===== src/rtl/matrix_pkg.sv =====
// Shared definitions for the matrix receive/transmit paths: FSM state encoding,
// default geometry and the dibit width used on the Ethernet side.
package matrix_pkg;

    localparam int DEFAULT_MAX_SIZE      = 32;
    localparam int DEFAULT_ELEMENT_WIDTH = 16;
    localparam int DIBIT_W               = 2;

    typedef enum logic [2:0] {
        IDLE     = 3'd0,
        WAIT_ROW = 3'd1,
        SHIFT    = 3'd2,
        CSUM     = 3'd3,
        DONE     = 3'd4
    } matrix_state_t;

    // Counter width for a modulo-n counter; never narrower than one bit.
    function automatic int cnt_w(input int n);
        return (n > 1) ? $clog2(n) : 1;
    endfunction

endpackage


===== src/rtl/matrix_result_streamer_if.sv =====
// Bundle of the compute-side row handshake, start/status and the dibit TX stream.
interface matrix_result_streamer_if #(
    parameter int MAX_SIZE      = 32,
    parameter int ELEMENT_WIDTH = 16
);
    // A row moves on a rising edge where row_valid && row_ready; row_data must
    // hold steady while row_valid is high and not yet accepted, and row_valid
    // may not wait on row_ready before rising.
    logic                              start;
    logic                              row_valid;
    logic [MAX_SIZE*ELEMENT_WIDTH-1:0] row_data;
    logic                              row_ready;
    logic                              axiov;
    logic [1:0]                        axiod;
    logic                              busy;
    logic                              done;
    logic                              underrun;

    modport master (
        output start, row_valid, row_data,
        input  row_ready, axiov, axiod, busy, done, underrun
    );

    modport slave (
        input  start, row_valid, row_data,
        output row_ready, axiov, axiod, busy, done, underrun
    );

endinterface


===== src/rtl/dibit_serializer.sv =====
// Row shift register that walks one row out MSB-first, one dibit per cycle,
// flagging the final dibit of the final element.
module dibit_serializer
    import matrix_pkg::*;
#(
    parameter int MAX_SIZE      = DEFAULT_MAX_SIZE,
    parameter int ELEMENT_WIDTH = DEFAULT_ELEMENT_WIDTH
) (
    input  logic                              clk,
    input  logic                              rst,
    input  logic                              load,
    input  logic [MAX_SIZE*ELEMENT_WIDTH-1:0] row_in,
    output logic [DIBIT_W-1:0]                dibit,
    output logic                              dibit_valid,
    output logic                              last_dibit
);

    localparam int ROW_W  = MAX_SIZE * ELEMENT_WIDTH;
    localparam int DPE    = ELEMENT_WIDTH / DIBIT_W;
    localparam int DCNT_W = cnt_w(DPE);
    localparam int ECNT_W = cnt_w(MAX_SIZE);
    localparam logic [DCNT_W-1:0] DIBIT_LAST = DCNT_W'(DPE - 1);
    localparam logic [ECNT_W-1:0] ELEM_LAST  = ECNT_W'(MAX_SIZE - 1);

    logic [ROW_W-1:0]  shreg;
    logic [DCNT_W-1:0] dibit_cnt;
    logic [ECNT_W-1:0] elem_cnt;

    assign dibit      = shreg[ROW_W-1 -: DIBIT_W];
    assign last_dibit = dibit_valid && (dibit_cnt == DIBIT_LAST) && (elem_cnt == ELEM_LAST);

    // A load on the final dibit wins, which keeps back-to-back rows gapless.
    always_ff @(posedge clk) begin
        if (rst) begin
            shreg       <= '0;
            dibit_valid <= 1'b0;
            dibit_cnt   <= '0;
            elem_cnt    <= '0;
        end else if (load) begin
            shreg       <= row_in;
            dibit_valid <= 1'b1;
            dibit_cnt   <= '0;
            elem_cnt    <= '0;
        end else if (dibit_valid) begin
            if (last_dibit) begin
                dibit_valid <= 1'b0;
                dibit_cnt   <= '0;
                elem_cnt    <= '0;
            end else begin
                shreg <= shreg << DIBIT_W;
                if (dibit_cnt == DIBIT_LAST) begin
                    dibit_cnt <= '0;
                    elem_cnt  <= elem_cnt + 1'b1;
                end else begin
                    dibit_cnt <= dibit_cnt + 1'b1;
                end
            end
        end
    end

endmodule


===== src/rtl/matrix_result_streamer.sv =====
// Streams one result matrix per start as MSB-first dibits toward Ethernet TX.
// Define MATRIX_TX_CHECKSUM_EN to append an XOR checksum element after the last row.
module matrix_result_streamer
    import matrix_pkg::*;
#(
    parameter int MAX_SIZE      = DEFAULT_MAX_SIZE,
    parameter int ELEMENT_WIDTH = DEFAULT_ELEMENT_WIDTH
) (
    input  logic                     eth_refclk,
    input  logic                     rst,
    matrix_result_streamer_if.slave  bus,
    output matrix_state_t            fsm_state
);

    localparam int ROW_W  = MAX_SIZE * ELEMENT_WIDTH;
    localparam int RCNT_W = cnt_w(MAX_SIZE);
    localparam logic [RCNT_W-1:0] ROW_LAST = RCNT_W'(MAX_SIZE - 1);

    matrix_state_t       state;
    matrix_state_t       state_next;
    logic [RCNT_W-1:0]   row_cnt;
    logic                underrun_q;
    logic                row_ready;
    logic                handshake;
    logic                last_row;
    logic [DIBIT_W-1:0]  ser_dibit;
    logic                ser_valid;
    logic                ser_last;
    logic                csum_active;
    logic [DIBIT_W-1:0]  csum_dibit;
    logic                csum_last;

    assign handshake = bus.row_valid && row_ready;
    assign last_row  = (row_cnt == ROW_LAST);

    dibit_serializer #(
        .MAX_SIZE      (MAX_SIZE),
        .ELEMENT_WIDTH (ELEMENT_WIDTH)
    ) u_serializer (
        .clk         (eth_refclk),
        .rst         (rst),
        .load        (handshake),
        .row_in      (bus.row_data),
        .dibit       (ser_dibit),
        .dibit_valid (ser_valid),
        .last_dibit  (ser_last)
    );

    always_ff @(posedge eth_refclk) begin
        if (rst) begin
            state <= IDLE;
        end else begin
            state <= state_next;
        end
    end

    always_comb begin
        state_next = state;
        row_ready  = 1'b0;
        case (state)
            IDLE: begin
                if (bus.start) state_next = WAIT_ROW;
            end
            WAIT_ROW: begin
                row_ready = 1'b1;
                if (bus.row_valid) state_next = SHIFT;
            end
            SHIFT: begin
                if (ser_last) begin
                    if (last_row) begin
`ifdef MATRIX_TX_CHECKSUM_EN
                        state_next = CSUM;
`else
                        state_next = DONE;
`endif
                    end else begin
                        // Offer the next row on the final dibit so it can follow with no gap.
                        row_ready  = 1'b1;
                        state_next = bus.row_valid ? SHIFT : WAIT_ROW;
                    end
                end
            end
`ifdef MATRIX_TX_CHECKSUM_EN
            CSUM: begin
                if (csum_last) state_next = DONE;
            end
`endif
            DONE: begin
                state_next = IDLE;
            end
            default: begin
                state_next = IDLE;
            end
        endcase
    end

    // Row counter wraps after the last row; a row ending with nothing queued marks an underrun.
    always_ff @(posedge eth_refclk) begin
        if (rst) begin
            row_cnt    <= '0;
            underrun_q <= 1'b0;
        end else if (state == IDLE) begin
            if (bus.start) begin
                row_cnt    <= '0;
                underrun_q <= 1'b0;
            end
        end else if (state == SHIFT && ser_last) begin
            row_cnt <= last_row ? '0 : row_cnt + 1'b1;
            if (!last_row && !bus.row_valid) underrun_q <= 1'b1;
        end
    end

`ifdef MATRIX_TX_CHECKSUM_EN
    localparam int DPE    = ELEMENT_WIDTH / DIBIT_W;
    localparam int CCNT_W = cnt_w(DPE);
    localparam logic [CCNT_W-1:0] CSUM_LAST = CCNT_W'(DPE - 1);

    logic [ELEMENT_WIDTH-1:0] csum_acc;
    logic [ELEMENT_WIDTH-1:0] csum_sreg;
    logic [CCNT_W-1:0]        csum_cnt;

    function automatic logic [ELEMENT_WIDTH-1:0] row_xor(input logic [ROW_W-1:0] row);
        logic [ELEMENT_WIDTH-1:0] acc;
        acc = '0;
        for (int i = 0; i < MAX_SIZE; i++) begin
            acc = acc ^ row[i*ELEMENT_WIDTH +: ELEMENT_WIDTH];
        end
        return acc;
    endfunction

    // Every accepted row is transmitted in full, so folding it in at acceptance is exact.
    always_ff @(posedge eth_refclk) begin
        if (rst) begin
            csum_acc  <= '0;
            csum_sreg <= '0;
            csum_cnt  <= '0;
        end else begin
            if (state == IDLE && bus.start) begin
                csum_acc <= '0;
            end else if (handshake) begin
                csum_acc <= csum_acc ^ row_xor(bus.row_data);
            end
            if (state == SHIFT && ser_last && last_row) begin
                csum_sreg <= csum_acc;
                csum_cnt  <= '0;
            end else if (state == CSUM) begin
                csum_sreg <= csum_sreg << DIBIT_W;
                csum_cnt  <= csum_cnt + 1'b1;
            end
        end
    end

    assign csum_active = (state == CSUM);
    assign csum_dibit  = csum_sreg[ELEMENT_WIDTH-1 -: DIBIT_W];
    assign csum_last   = (csum_cnt == CSUM_LAST);
`else
    assign csum_active = 1'b0;
    assign csum_dibit  = '0;
    assign csum_last   = 1'b0;
`endif

    assign bus.row_ready = row_ready;
    assign bus.axiov     = ser_valid || csum_active;
    assign bus.axiod     = ser_valid ? ser_dibit : (csum_active ? csum_dibit : '0);
    assign bus.busy      = (state == WAIT_ROW) || (state == SHIFT) || (state == CSUM);
    assign bus.done      = (state == DONE);
    assign bus.underrun  = underrun_q;
    assign fsm_state     = state;

endmodule


===== src/flat_wrapper.sv =====
// flat-port wrapper written by rule: the top's interface ports become plain ports
module matrix_result_streamer_flat import matrix_pkg::*;
#(
    parameter int MAX_SIZE      = DEFAULT_MAX_SIZE,
    parameter int ELEMENT_WIDTH = DEFAULT_ELEMENT_WIDTH
)
  (eth_refclk, rst, fsm_state, bus_start, bus_row_valid, bus_row_data, bus_row_ready, bus_axiov, bus_axiod, bus_busy, bus_done, bus_underrun);
  matrix_result_streamer_if #(.MAX_SIZE(MAX_SIZE), .ELEMENT_WIDTH(ELEMENT_WIDTH)) bus_i ();
  input  logic eth_refclk;
  input  logic rst;
  output matrix_state_t fsm_state;
  input wire logic [$bits(bus_i.start)-1:0] bus_start;
  input wire logic [$bits(bus_i.row_valid)-1:0] bus_row_valid;
  input wire logic [$bits(bus_i.row_data)-1:0] bus_row_data;
  output wire logic [$bits(bus_i.row_ready)-1:0] bus_row_ready;
  output wire logic [$bits(bus_i.axiov)-1:0] bus_axiov;
  output wire logic [$bits(bus_i.axiod)-1:0] bus_axiod;
  output wire logic [$bits(bus_i.busy)-1:0] bus_busy;
  output wire logic [$bits(bus_i.done)-1:0] bus_done;
  output wire logic [$bits(bus_i.underrun)-1:0] bus_underrun;
  assign bus_i.start = bus_start;
  assign bus_i.row_valid = bus_row_valid;
  assign bus_i.row_data = bus_row_data;
  assign bus_row_ready = bus_i.row_ready;
  assign bus_axiov = bus_i.axiov;
  assign bus_axiod = bus_i.axiod;
  assign bus_busy = bus_i.busy;
  assign bus_done = bus_i.done;
  assign bus_underrun = bus_i.underrun;
  matrix_result_streamer #(.MAX_SIZE(MAX_SIZE), .ELEMENT_WIDTH(ELEMENT_WIDTH)) u_core (.eth_refclk(eth_refclk), .rst(rst), .bus(bus_i), .fsm_state(fsm_state));
endmodule

===== config.mk =====
export PLATFORM = sky130hd
export DESIGN_NAME = matrix_result_streamer_flat
export DESIGN_NICKNAME = d
export VERILOG_FILES = /design/src/rtl/matrix_pkg.sv /design/src/rtl/matrix_result_streamer_if.sv /design/src/rtl/dibit_serializer.sv /design/src/rtl/matrix_result_streamer.sv /design/src/flat_wrapper.sv
export SDC_FILE = /design/constraint.sdc
export NUM_CORES = 1
export LEC_CHECK = 0
export ABC_AREA = 1
export ABC_CLOCK_PERIOD_IN_PS = 4000
export BUFFER_PORTS_ARGS = -buffer_cell sky130_fd_sc_hd__buf_2
export CORE_MARGIN = 4
export CORE_UTILIZATION = 39
export CTS_BUF_LIST = sky130_fd_sc_hd__clkbuf_4 sky130_fd_sc_hd__clkbuf_8
export CTS_CLUSTER_SIZE = 30
export DETAILED_ROUTE_END_ITERATION = 10
export PLACE_DENSITY = 0.66
export SLEW_MARGIN = 10
export SYNTH_ARGS = -nofsm -noshare
export SYNTH_HDL_FRONTEND = slang
export SYNTH_SLANG_ARGS = --single-unit

===== constraint.sdc =====
create_clock -name eth_refclk -period 4 [get_ports eth_refclk]
set_input_delay 0.6 -clock eth_refclk [delete_from_list [all_inputs] [get_ports eth_refclk]]
set_output_delay 0.6 -clock eth_refclk [all_outputs]
set_load 0.1 [all_outputs]

==> metrics.cfg, run 1 <==
[timing]
min_period_ns=3.55
finalSetupViolCount=0
tns_ns=0
final_hold_viol_count=0
worstMarginPinSlew_ns=0.990
fin_crit_sh_pct=88.8
grt_setup_unrepaired=false
fmax_mhz=282
clock_skew_ns=0.0457
hold_ws_ns=0.168
slew_viol_final=0
slew_headroom_pct=33.9

[synth]
ys_warn_count=0
avgSynthCellArea_sq_um=6.47
synth-edff-count=0
yosysTopAreaCell=dfxtp_1
async_flop_share_pct=0
synth_ff_type=dfxtp_1
synth_nets=4581
synthesis.area_sq_mm=0.0263
netlist.area_leader.share_pct=40.4
synth_seq_cells=530
synth_area_leaders=dfxtp_1, nand2_1, a21oi_1
ys_seq_area_share_pct=40.4
synth_cell_types=26
netlist_instances=4059

[cells_and_area]
stdcell_area_sq_mm=0.0311
drive_above_1_share_pct=16.9
final_nets=4913
fin_cells=5335
synthToLayoutAreaGrowth_pct=18.5

[routing]
drc=0
drt_wl_total_um=76400
drtPass1Iterations=5
routedWlPerCell_um=14.3
detail-route-antenna-nets=0
drtIter0Drc=2416
vias=26351
vias_per_cell=4.94

[power_and_ir_drop]
leakage_nw=14.6
p_per_area_mw_per_mm2=507
peakVddDrop_uv=271
netSwitchingFraction_pct=32.2
power_frac_seq_pct=41.8
combPwrFrac_pct=24.4
p_clk_share_pct=33.8
power.switching_w=0.00507
internal_power_w=0.0107

[clock_tree]
ctsLongestPathBuffers=3
post_cts_buffers=0
cts_resized=0
numCtsBuffers=93
cts_tree=done
clkTransAtPathRegs_ns=0.06
holdBufCountCts=0
h-tree-depth=3
insertion_delay_ns=0.67
cts_sinks=530
cts_root_buf=clkbuf_8

[global_route]
gr-usage-all-layers_pct=20.1
grt_pass1_vias=23513
grt_pass1_wl_um=120000
antenna_found_initial=25
grt_max_degree=217
overflow=0

[floorplanning]
fp.dieW_um=267
dieArea_sq_mm=0.0715
ios=526
fp.dieH_um=267
rows=94
initial_core_util_pct=39.6
core-area_sq_mm=0.0662

[setup_path]
cpPeakStageDelay_ns=0.52
cp_slowest_cell=buf_2
critPathRequiredTime_ns=3.40
critical_path.endpoint_type=primary output
start_kind=flip-flop
worst-setup-path-type=reg2out
crit_fanout=34
cp_cell_sequence=ha_1 -> nand2_1 -> nor2_1 -> ha_1 -> nand3_2 -> nor2_1 -> nand2_1 -> nand2_2 -> buf_4 -> buf_2
worstPathArrival_ns=2.95

[run_status]
status=finished clean

[hold_path]
hp-class=in2reg

[run]
maxCapViolCount=0

[placement]
placed_cell_area_sq_mm=0.0291
io_buffer_count=525
post-dp-hpwl_um=50500
dp_cells=5160
place.gp.congestion=0.836

## worst paths after layout
check | startpoint | slack [ns] | endpoint | depth (start not counted)
setup / recovery | u_core.u_serializer.elem_cnt[0]$_SDFFE_PP0P_ | 0.45 | bus_row_ready | 10
hold / removal | bus_row_data[314] | 0.17 | u_core.u_serializer.shreg[314]$_SDFFE_PP0P_ | 3
setup reg to reg | u_core.u_serializer.elem_cnt[0]$_SDFFE_PP0P_ | 1.03 | u_core.u_serializer.shreg[379]$_SDFFE_PP0P_ | 13
hold reg to reg | u_core.u_serializer.dibit_cnt[1]$_SDFFE_PP0P_ | 0.47 | u_core.u_serializer.dibit_cnt[1]$_SDFFE_PP0P_ | 2
## power by group through the flow
stage / logic, W / registers [W] / clock network (W)
CTS: 0.00387 / 0.00658 / 0.00549
floorplan: 0.00300 / 0.00660 / 0
global placement: 0.00380 / 0.00667 / 0
detailed placement: 0.00384 / 0.00668 / 0
global route: 0.00450 / 0.00669 / 0.00571
finish: 0.00384 / 0.00659 / 0.00533
## per-layer routing
layer	up-vias	routed length (um)	track usage, %
li1	13705	-	-
met3	142	4940	4.47
met2	633	35200	32.4
met5	-	165	0
met4	26	1660	5.98
met1	11845	34400	27.0
## logic make-up (layout without fill, tap and decap cells)
logic type	count (synthesis)	in the layout	synth area share, %
AO/OA/AOI/OAI	1004	1004	19.2
flip-flops	530	530	40.4
buffers and inverters	844	1243	13.1
XOR/XNOR	1	1	0.0334
adder cells (fa/ha/maj)	6	6	0.286
AND/OR/NAND/NOR	1674	1674	27.0
other	0	13	0
## registers in the layout, summed over array words and instances, names as in the netlist
register	cells
u_core.u_serializer.dibit_valid	1
u_core.u_serializer.elem_cnt	5
u_core.bus.underrun	1
u_core.u_serializer.dibit_cnt	3
u_core.fsm_state	3
u_core.row_cnt	5
u_core.u_serializer.shreg	512
## cells in the final DEF (no fill, tap or decap), drive strengths merged, types with 3 or more instances in the layout
cell type and n:
clkbuf 148, clkinv 6, o21ai 480, nand2 1092
buf 580, nor3 9, nand3 514, a21oi 521
clkinvlp 3, dfxtp 530, nand3b 32, inv 504
nor2 23, diode 13, ha 6
## Yosys cell counts, drive strengths merged (6+ instances only)
cell type,number
ha,6
nand2,1092
inv,501
dfxtp,530
a21oi,521
clkbuf,157
nand3,514
nand3b,32
o21ai,480
buf,186
nor3,9
nor2,23
## metrics by stage
step | power [W] | setup slack [ns] | util [%]
after floorplan | 0.00960 | 0.715 | -
after global placement | 0.0105 | 1.02 | 43.9
after detailed placement | 0.0105 | 1.01 | 43.9
after CTS | 0.0159 | 0.362 | 46.9
after global routing | 0.0169 | 0.262 | 47.0
final | 0.0158 | 0.448 | 47.0
## critical path: cells and delay by family (launching register included)
family,cells,cell delay (ns)
fa+ha+maj,2,0.37
buf+inv,2,0.91
flops,1,0.38
simple gates,6,0.62
## area by class of cell
cell class              instances  area [sq um]
fillers                      6842         35100
multi-input cells            2685         12200
flip-flops and latches        530         10600
repair buffers                580          3290
inverters                     501          1900
clock buffers                 148          1830
well taps                     864          1080
clock inverters                14           155
diodes                         13          32.5
Power figures use the tool's default switching activity.
==> run 2: changes to the inputs <==
--- a/config.mk
+++ b/config.mk
@@ -6,7 +6,7 @@
 export NUM_CORES = 1
 export LEC_CHECK = 0
 export ABC_AREA = 1
-export ABC_CLOCK_PERIOD_IN_PS = 4000
+export ABC_CLOCK_PERIOD_IN_PS = 3370
 export BUFFER_PORTS_ARGS = -buffer_cell sky130_fd_sc_hd__buf_2
 export CORE_MARGIN = 4
 export CORE_UTILIZATION = 39
==> constraint.sdc (replaced) <==
create_clock -name eth_refclk -period 3.37 [get_ports eth_refclk]
set_input_delay 0.5055 -clock eth_refclk [delete_from_list [all_inputs] [get_ports eth_refclk]]
set_output_delay 0.5055 -clock eth_refclk [all_outputs]
set_load 0.1 [all_outputs]
==> metrics.cfg, run 2 (synthesized netlist as in run 1, its figures left out) <==
[cells_and_area]
reg_top3=u_core.u_serializer.shreg (512), u_core.row_cnt (5), u_core.u_serializer.elem_cnt (5)  ; unchanged
layout_commonest_cell=nand2_1  ; unchanged
fill_cells=6857  ; was 6,842
drive_above_1_share_pct=16.3  ; was 16.9%
final_cell_mix=nand2_1, dfxtp_1, buf_2  ; unchanged
final_nets=4926  ; was 4,913
seqCellArea_sq_mm=0.0106  ; unchanged
regMostFlops=u_core.u_serializer.shreg  ; unchanged
multiInputGateArea_sq_mm=0.0122  ; unchanged
synthToLayoutAreaGrowth_pct=18.7  ; was 18.5%
largest_reg_flops=512  ; unchanged

[setup_path]
worstPathArrival_ns=2.61  ; was 2.95 ns
critPathRequiredTime_ns=2.86  ; was 3.40 ns
crit_fanout=33  ; was 34
cpPeakStageDelay_ns=0.37  ; was 0.52 ns
reg2reg_slack_ns=0.57  ; was 1.03 ns
rr_worst_depth=12  ; was 13
cp_cell_sequence=ha_1 -> nand2_1 -> nor2_1 -> ha_1 -> nand3_2 -> nor2_1 -> nand2_1 -> nand2_2 -> buf_8 -> buf_6  ; was ha_1 -> nand2_1 -> nor2_1 -> ha_1 -> nand3_2 -> nor2_1 -> nand2_1 -> nand2_2 -> buf_4 -> buf_2
crit_buf_inv=2  ; unchanged
critical_path.endpoint_type=primary output  ; unchanged
path_depth=10  ; unchanged
worst-setup-path-type=reg2out  ; unchanged
crit_start=u_core.u_serializer.elem_cnt[0]$_SDFFE_PP0P_  ; unchanged
crit_end=bus_row_ready  ; unchanged
cp_slowest_cell=dfxtp_1  ; was buf_2
cp_top_family=simple AND/OR/NAND/NOR gates  ; was buffers and inverters
r2r_start=u_core.u_serializer.elem_cnt[0]$_SDFFE_PP0P_  ; unchanged
reg2reg_to=u_core.u_serializer.shreg[199]$_SDFFE_PP0P_  ; was u_core.u_serializer.shreg[379]$_SDFFE_PP0P_
start_kind=flip-flop  ; unchanged

[timing]
fin_crit_sh_pct=92.5
final_hold_viol_count=0  ; unchanged
finalSetupViolCount=0  ; unchanged
tns_ns=0  ; unchanged
hold_ws_ns=0.0757  ; was 0.168 ns
grt_setup_unrepaired=false  ; unchanged
clock_skew_ns=0.0474  ; was 0.0457 ns
min_period_ns=3.12
slew_viol_final=0  ; unchanged
fmax_mhz=321
worstMarginPinSlew_ns=1.05  ; was 0.990 ns
slew_headroom_pct=29.9  ; was 33.9%

[routing]
highest_layer=met5  ; unchanged
drt_wl_total_um=76400  ; about the same
dr_wl_met3_um=4710  ; was 4940 um
drtIter0Drc=2322  ; was 2,416
m1WireLength_um=35100  ; was 34,400 um
vias=26399  ; was 26,351
drc=0  ; unchanged
routedWlPerCell_um=14.3  ; about the same
detail-route-antenna-nets=0  ; unchanged
drtPass1Iterations=6  ; was 5
vias_per_cell=4.95  ; was 4.94
met2WireLength_um=34700  ; was 35,200 um

[placement]
place.gp.congestion=0.848  ; was 0.836
io_buffer_count=525  ; unchanged
post-dp-hpwl_um=49100  ; was 50,500 um

[floorplanning]
fp.dieW_um=267  ; unchanged
rows=94  ; unchanged
fp.dieH_um=267  ; unchanged
core-area_sq_mm=0.0662  ; unchanged
ios=526  ; unchanged
initial_core_util_pct=39.6  ; unchanged
dieArea_sq_mm=0.0715  ; unchanged

[hold_path]
hp-class=in2reg  ; unchanged

[global_route]
gr-usage-all-layers_pct=20.0  ; was 20.1%
grt_max_degree=234  ; was 217
grt_pass1_wl_um=119000  ; was 120,000 um
grt_pass1_vias=23209  ; was 23,513
overflow=0  ; unchanged
antenna_found_initial=12  ; was 25

[power_and_ir_drop]
p_clk_share_pct=32.5  ; was 33.8%
leakage_nw=14.6  ; about the same
combPwrFrac_pct=25.0  ; was 24.4%
p_per_area_mw_per_mm2=590  ; was 507 mW/mm^2
power.switching_w=0.00594  ; was 0.00507 W
netSwitchingFraction_pct=32.3  ; was 32.2%
internal_power_w=0.0125  ; was 0.0107 W
peakVddDrop_uv=320  ; was 271 uV
power_frac_seq_pct=42.5  ; was 41.8%

[clock_tree]
numCtsBuffers=94  ; was 93
clkTransAtPathRegs_ns=0.06  ; about the same
insertion_delay_ns=0.68  ; was 0.67 ns
ctsLongestPathBuffers=3  ; unchanged
cts_sinks=530  ; unchanged
h-tree-depth=3  ; unchanged
cts_tree=done  ; unchanged
cts_root_buf=clkbuf_8  ; unchanged

[run]
maxCapViolCount=0  ; unchanged

[run_status]
status=finished clean  ; unchanged

[run 2: area by class of cell]
class / instances / area share [%]
Multi-Input combinational cell: 2685 / 39.2
Sequential cell: 530 / 34.0
Timing Repair Buffer: 592 / 11.2
Inverter: 501 / 6.08
Clock buffer: 143 / 5.59
Tap cell: 864 / 3.47
Clock inverter: 10 / 0.349
Antenna cell: 8 / 0.0642
[run 2: tightest hold or removal path, cell delays in order]
cell and delay [ns]:
buf_2 0.10, nand2_1 0.05, a21oi_1 0.05
[run 2: layer usage]
metal  vias up  GRT usage, %
li1      13714             -
met1     11941          27.5
met2       603          31.4
met3       129          4.49
met4        12          5.81
met5         -             0
[run 2: how the worst min path moves through the flow]
stage	depth (start not counted)	endpoint	from
finish	3	u_core.u_serializer.shreg[30]$_SDFFE_PP0P_	bus_row_data[30]
global placement	2	u_core.bus.underrun$_SDFFE_PP0P_	u_core.bus.underrun$_SDFFE_PP0P_
global route	3	u_core.u_serializer.shreg[481]$_SDFFE_PP0P_	bus_row_data[481]
CTS	3	u_core.u_serializer.shreg[209]$_SDFFE_PP0P_	bus_row_data[209]
detailed placement	2	u_core.bus.underrun$_SDFFE_PP0P_	u_core.bus.underrun$_SDFFE_PP0P_
floorplan	2	u_core.u_serializer.dibit_cnt[1]$_SDFFE_PP0P_	u_core.u_serializer.dibit_cnt[1]$_SDFFE_PP0P_
[run 2: per-stage QoR]
step	setup WS, ns	power, W	util, %	std cells	instance area, sq um
2_1_floorplan	0.179	0.0114	-	4059	26300
3_3_place_gp	0.583	0.0124	43.8	5144	29000
3_5_place_dp	0.534	0.0125	43.8	5144	29000
4_1_cts	0.0457	0.0186	47.0	5325	31100
5_1_grt	0.0216	0.0197	47.0	5328	31200
6_report	0.254	0.0184	47.1	5333	31200
[run 2: power groups by stage]
stage | clock [W] | combinational (W) | sequential (W)
after CTS | 0.00617 | 0.00463 | 0.00781
after global routing | 0.00645 | 0.00534 | 0.00793
after global placement | 0 | 0.00450 | 0.00792
final | 0.00599 | 0.00460 | 0.00782
after detailed placement | 0 | 0.00456 | 0.00793
after floorplan | 0 | 0.00356 | 0.00784
[run 2: timing repair]
action,CTS,global route
resized for setup,2,2
setup buffers,0,0
hold buffers,28,0
setup endpoints to repair,1,1
pin swaps,0,0
hold endpoints to repair,28,0
